`config.mk`:
```
export PLATFORM = sky130hd
export DESIGN_NAME = i2c_eeprom_responder
export DESIGN_NICKNAME = d
export VERILOG_FILES = /design/src/rtl/i2c_eeprom_responder.sv
export SDC_FILE = /design/constraint.sdc
export NUM_CORES = 1
export LEC_CHECK = 0
export ABC_AREA = 1
export CORE_UTILIZATION = 45
export DETAILED_ROUTE_END_ITERATION = 16
export GPL_ROUTABILITY_DRIVEN = 0
export PLACE_DENSITY_LB_ADDON = 0.25
export SLEW_MARGIN = 20
export SYNTH_ARGS = -nofsm -noshare
export SYNTH_HDL_FRONTEND = slang
export SYNTH_SLANG_ARGS = --single-unit
```
`constraint.sdc`:
```
create_clock -name clk -period 3.6 [get_ports clk]
set_clock_uncertainty 0.05 [all_clocks]
set_input_delay 0.54 -clock clk [delete_from_list [all_inputs] [get_ports clk]]
set_output_delay 0.54 -clock clk [all_outputs]
set_load 0.02 [all_outputs]
```
`src/rtl/i2c_eeprom_responder.sv`:
```
// I2C target emulating a single 8-byte EEPROM page with a wrapping 3-bit byte pointer.
// Supports random/sequential reads, byte/page writes and repeated START; never drives SCL.
module i2c_eeprom_responder #(
    parameter logic [6:0]  DEV_ADDR  = 7'h50,
    parameter logic [63:0] INIT_PAGE = 64'h0000_0000_0000_0002
) (
    input  logic       clk,
    input  logic       reset,
    input  logic       i_scl,
    input  logic       i_sda,
    output logic       o_sda,
    output logic       t_sda,
    output logic       o_wr_strobe,
    output logic [2:0] o_wr_addr,
    output logic [7:0] o_wr_data,
    output logic       o_busy
);

    typedef enum logic [3:0] {
        S_IDLE, S_DEV_ADDR, S_DEV_ACK, S_WORD_ADDR, S_WORD_ACK,
        S_WR_DATA, S_WR_ACK, S_RD_DATA, S_RD_ACK
    } state_t;

    state_t      r_state, w_state_nxt;
    logic [1:0]  r_scl_s, r_sda_s;
    logic        r_scl_d, r_sda_d;
    logic [3:0]  r_cnt, w_cnt_nxt;
    logic [7:0]  r_shift, w_shift_nxt;
    logic [2:0]  r_ptr, w_ptr_nxt;
    logic        r_rd, w_rd_nxt;
    logic        r_tsda, w_tsda_nxt;
    logic        r_busy, w_busy_nxt;
    logic        w_we;
    logic        r_wr_strobe;
    logic [2:0]  r_wr_addr;
    logic [7:0]  r_wr_data;
    logic [7:0]  r_mem [8];

    logic        w_scl, w_sda, w_rise, w_fall, w_start, w_stop;
    logic [7:0]  w_byte;
    logic [2:0]  w_ptr_inc;

    assign w_scl     = r_scl_s[1];
    assign w_sda     = r_sda_s[1];
    assign w_rise    = w_scl & ~r_scl_d;
    assign w_fall    = ~w_scl & r_scl_d;
    assign w_start   = w_scl & r_scl_d & r_sda_d & ~w_sda;
    assign w_stop    = w_scl & r_scl_d & ~r_sda_d & w_sda;
    assign w_byte    = {r_shift[6:0], w_sda};
    assign w_ptr_inc = r_ptr + 3'd1;

    assign o_sda       = 1'b0;
    assign t_sda       = r_tsda;
    assign o_busy      = r_busy;
    assign o_wr_strobe = r_wr_strobe;
    assign o_wr_addr   = r_wr_addr;
    assign o_wr_data   = r_wr_data;

    always_ff @(posedge clk or posedge reset) begin
        if (reset) r_state <= S_IDLE;
        else       r_state <= w_state_nxt;
    end

    // ACK states use r_cnt as a phase: 0 = waiting to drive ACK, 1 = ACK driven.
    always_comb begin
        w_state_nxt = r_state;
        w_cnt_nxt   = r_cnt;
        w_shift_nxt = r_shift;
        w_ptr_nxt   = r_ptr;
        w_rd_nxt    = r_rd;
        w_tsda_nxt  = r_tsda;
        w_busy_nxt  = r_busy;
        w_we        = 1'b0;
        if (w_start) begin
            w_state_nxt = S_DEV_ADDR;
            w_cnt_nxt   = 4'd0;
            w_tsda_nxt  = 1'b1;
        end else if (w_stop) begin
            w_state_nxt = S_IDLE;
            w_cnt_nxt   = 4'd0;
            w_tsda_nxt  = 1'b1;
            w_busy_nxt  = 1'b0;
        end else begin
            case (r_state)
                S_DEV_ADDR, S_WORD_ADDR, S_WR_DATA: if (w_rise) begin
                    w_shift_nxt = w_byte;
                    w_cnt_nxt   = r_cnt + 4'd1;
                    if (r_cnt == 4'd7) begin
                        w_cnt_nxt = 4'd0;
                        if (r_state == S_DEV_ADDR) begin
                            if (w_byte[7:1] == DEV_ADDR) begin
                                w_state_nxt = S_DEV_ACK;
                                w_busy_nxt  = 1'b1;
                                w_rd_nxt    = w_byte[0];
                                if (w_byte[0]) w_shift_nxt = r_mem[r_ptr];
                            end else begin
                                w_state_nxt = S_IDLE;
                                w_busy_nxt  = 1'b0;
                            end
                        end else if (r_state == S_WORD_ADDR) begin
                            w_ptr_nxt   = w_byte[2:0];
                            w_state_nxt = S_WORD_ACK;
                        end else begin
                            w_we        = 1'b1;
                            w_ptr_nxt   = w_ptr_inc;
                            w_state_nxt = S_WR_ACK;
                        end
                    end
                end
                S_DEV_ACK, S_WORD_ACK, S_WR_ACK: if (w_fall) begin
                    if (r_cnt == 4'd0) begin
                        w_tsda_nxt = 1'b0;
                        w_cnt_nxt  = 4'd1;
                    end else if (r_state == S_DEV_ACK && r_rd) begin
                        w_tsda_nxt  = r_shift[7];
                        w_shift_nxt = {r_shift[6:0], 1'b0};
                        w_cnt_nxt   = 4'd1;
                        w_state_nxt = S_RD_DATA;
                    end else begin
                        w_tsda_nxt  = 1'b1;
                        w_cnt_nxt   = 4'd0;
                        w_state_nxt = (r_state == S_DEV_ACK) ? S_WORD_ADDR : S_WR_DATA;
                    end
                end
                S_RD_DATA: if (w_fall) begin
                    if (r_cnt == 4'd8) begin
                        w_tsda_nxt  = 1'b1;
                        w_cnt_nxt   = 4'd0;
                        w_state_nxt = S_RD_ACK;
                    end else begin
                        w_tsda_nxt  = r_shift[7];
                        w_shift_nxt = {r_shift[6:0], 1'b0};
                        w_cnt_nxt   = r_cnt + 4'd1;
                    end
                end
                // r_cnt = 1 marks a master ACK seen with the next byte already loaded.
                S_RD_ACK: begin
                    if (w_rise && r_cnt == 4'd0) begin
                        if (w_sda) begin
                            w_state_nxt = S_IDLE;
                            w_busy_nxt  = 1'b0;
                        end else begin
                            w_ptr_nxt   = w_ptr_inc;
                            w_shift_nxt = r_mem[w_ptr_inc];
                            w_cnt_nxt   = 4'd1;
                        end
                    end else if (w_fall && r_cnt == 4'd1) begin
                        w_tsda_nxt  = r_shift[7];
                        w_shift_nxt = {r_shift[6:0], 1'b0};
                        w_state_nxt = S_RD_DATA;
                    end
                end
                default: ;
            endcase
        end
    end

    always_ff @(posedge clk or posedge reset) begin
        if (reset) begin
            r_scl_s     <= 2'b11;
            r_sda_s     <= 2'b11;
            r_scl_d     <= 1'b1;
            r_sda_d     <= 1'b1;
            r_cnt       <= 4'd0;
            r_shift     <= 8'd0;
            r_ptr       <= 3'd0;
            r_rd        <= 1'b0;
            r_tsda      <= 1'b1;
            r_busy      <= 1'b0;
            r_wr_strobe <= 1'b0;
            r_wr_addr   <= 3'd0;
            r_wr_data   <= 8'd0;
            for (int n = 0; n < 8; n++) r_mem[n] <= INIT_PAGE[8*n +: 8];
        end else begin
            r_scl_s     <= {r_scl_s[0], i_scl};
            r_sda_s     <= {r_sda_s[0], i_sda};
            r_scl_d     <= w_scl;
            r_sda_d     <= w_sda;
            r_cnt       <= w_cnt_nxt;
            r_shift     <= w_shift_nxt;
            r_ptr       <= w_ptr_nxt;
            r_rd        <= w_rd_nxt;
            r_tsda      <= w_tsda_nxt;
            r_busy      <= w_busy_nxt;
            r_wr_strobe <= w_we;
            if (w_we) begin
                r_mem[r_ptr] <= w_byte;
                r_wr_addr    <= r_ptr;
                r_wr_data    <= w_byte;
            end
        end
    end

endmodule

```
==> metrics.md <==
| Metric | Value |
|---|---|
| Max_cap viols | 0 |
| Register area share after synthesis | 41.89% |
| # DRC | 0 |
| Status | finished, final reports clean |
| Pre-antenna DRT Iters | 6 |
| Tcrit/Tclk final | 67.30% |
| Crit path DAT | 2.63 ns |
| Setup repair bufs after CTS | 0 |
| Routed vias/inst | 5.313 |
| Largest cells by area after synthesis | dfrtp_1 (39%), nand2_1 (17%), nand3_1 (5.7%) |
| RSZ-0062 raised after global routing | false |
| Initial detailed-routing violation count | 569 |
| Syn_area_per_cell | 7.373 sq um |
| Logic pwr share | 47.7% |
| TritonCTS clock tree | yes |
| Post-Syn Instances | 846 |
| H-Tree Depth | 3 |
| Yosys warnings | 0 |
| Core area | 0.01340 sq mm |
| Lkg Pwr | 3.292 nW |
| Initial antenna violation count | 0 |
| Sw Ratio | 46.24% |
| Net count of the finished layout | 853 |
| WL/cell | 15.20 microns |
| Final-report hold violation count | 0 |
| Worst IR Drop VDD | 0.3427 mV |
| Clk root buf | clkbuf_16 |
| Peak Freq | 0.4128 GHz |
| Hold/Removal Path Class | flop to flop |
| Number of CTS-inserted buffers | 9 |
| Grt total ovfl | 0 |
| Main synth FF type | dfrtp_1 |
| Top cells by count, synth | nand2_1 (290), dfrtp_1 (96), inv_1 (79) |
| CTS Buffer Depth | 2 |
| EDFF count, synth | 0 |
| HPWL after detailed placement | 10710 microns |
| Post-synth top area share | 38.52% |
| TNS Setup | 0 ns |
| Startpoint types | flop |
| Post_cts resized | 0 |
| Clock Power Share | 22.8% |
| Flip-flop and latch area | 0.002614 sq mm |
| Die H | 119.7 microns |
| Power density cells | 708.8 mW/mm^2 |
| Async set-reset flop share out of synthesis | 100.0% |
| Clk_lat worst skew | 0.36 ns |
| Worst Path Max Fanout | 18 |
| Critical path endpoint category | flop |
| Worst-path clk slew | 0.07 ns |
| WP data required | 3.81 ns |
| Site row count | 42 |
| I/O pin total | 19 |
| Worst slew pin tran | 0.8827 ns |
| Syn Nets | 854 |
| Switching component of the power | 2.226 mW |
| Synth-to-Final Area Change | 8.887% |
| Worst Path Class, Setup | flop to flop |
| N_diodes | 0 |
| Sequential share of power | 29.5% |
| Pin count of the biggest net entering global routing | 62 |
| Number of synthesized register bits | 104 |
| Netlist Area Pre-Place | 0.006237 sq mm |
| Slew Limit Headroom | 41.09% |
| Final Max Tran Viols | 0 |
| Starting Density | 46.55% |
| Die Wd | 119.7 microns |
| Number of unique standard cell types used by synthesis | 38 |
| Global-route wire length before repair | 25700 microns |
| Internal power | 2.588 mW |
| Via count of the first global-routing pass | 4830 |
| Total number of vias | 5451 |
| CTS sink cnt | 104 |
| Final setup violation count | 0 |
| Die ar. | 0.01434 sq mm |
| Tot GR Track Use | 23.22% |
| # hold bufs at CTS | 0 |
| Share of cells above drive strength 1 | 11.18% |
| Post-DRT Antenna Nets | 0 |
| Minimum clock period after layout | 2.423 ns |
| Post-layout power | 4.814 mW |
| Area of the multi-input gates | 0.003063 sq mm |
| Filler Cells Inserted | 1340 |
| Port Buffer Count | 17 |
| Count leader, synth | nand2_1 |
| Yosys top cell by area | dfrtp_1 |
| Post-Route WL | 15600 microns |
-- power groups by stage --
stage | clock network [mW] | logic [mW] | registers, mW
after CTS | 1.12 | 2.27 | 1.42
after detailed placement | 0 | 2.26 | 1.44
after floorplan | 0 | 1.80 | 1.39
final | 1.10 | 2.29 | 1.42
after global routing | 1.15 | 2.59 | 1.44
after global placement | 0 | 2.25 | 1.44
-- cell type report --
type	instances	share of cell area [%]
Multi-Input combinational cell	620	45.10
Inverter	87	4.919
Timing Repair Buffer	23	3.353
Sequential cell	104	38.49
Clock buffer	12	3.777
Tap cell	176	3.242
Clock inverter	4	1.124
-- final timing paths --
kind / startpoint / end / slack [ns] / depth (start not counted)
worst max-delay path: r_ptr[1] / r_shift[2] / 1.18 / 8
worst min-delay path: r_sda_s[0] / r_sda_s[1] / 0.31 / 0
worst max register to register: r_ptr[1] / r_shift[2] / 1.18 / 8
worst min register to register: r_sda_s[0] / r_sda_s[1] / 0.31 / 0
max in group asynchronous: reset / t_sda / 2.18 / 3
min in group asynchronous: reset / r_mem[28] / 0.59 / 2
-- metal layers --
layer,up-vias,share of wire [%],track usage [%]
met5,-,0,0
met1,2546,48,33.66
met2,160,46,35.37
met4,0,1.5,6.875
met3,16,4.7,4.087
li1,2729,-,-
-- cells in the final DEF, fill, tap and decap left out, types with 2 or more instances in the layout --
master and count:
clkinv_2 2, nand3_2 2, dfstp_2 8, nor2_1 49, nand4_1 9, dfrtp_1 95
nand3_1 71, o21ai_2 17, nand2_2 9, bufinv_16 2, o21ai_0 49, nor3_1 3
o211ai_1 28, nor2_4 6, inv_4 2, nor2_8 3, o21ai_1 48, inv_2 5
nand2_1 290, clkbuf_8 2, clkdlybuf4s50_1 17, ha_1 4, nand2_4 10, a21oi_1 6
nor2_2 6, inv_1 78, clkbuf_16 9, buf_4 5
-- per-stage QoR --
step	hold slack (ns)	worst slack (ns)	std cells	util, %	cell area [sq um]
2_1_floorplan	0.2952	0.2911	846	-	6237
3_3_place_gp	0.2961	1.278	1010	48.20	6459
3_5_place_dp	0.2995	1.203	1010	48.20	6459
4_1_cts	0.3098	1.193	1026	50.68	6792
5_1_grt	0.3151	0.9282	1026	50.68	6792
6_report	0.3066	1.177	1026	50.68	6792
-- critical path, stage by stage (launching register included) --
cell,delay (ns)
dfrtp_1,0.47
ha_1,0.72
inv_1,0.45
o211ai_1,0.22
nand3_1,0.10
nand3_1,0.08
nand3_1,0.07
nand3_1,0.10
nand2_1,0.05
-- kinds of logic after synthesis --
logic type / after synthesis / share of synthesized area [%]
compound gates: 152 / 14.54
simple gates: 462 / 33.44
fa+ha+maj: 4 / 0.8024
buf+inv: 122 / 9.007
xor+xnor: 1 / 0.2609
flops: 104 / 41.89
other cells: 1 / 0.06012
-- state kept, by name, indices dropped and copies added, names as in the netlist, 3 cells and up --
register and flops:
o_wr_addr 3, r_state 4, r_cnt 4, r_ptr 3, r_mem 64, o_wr_data 8, r_shift 8
(Power assumes the default switching activity.)
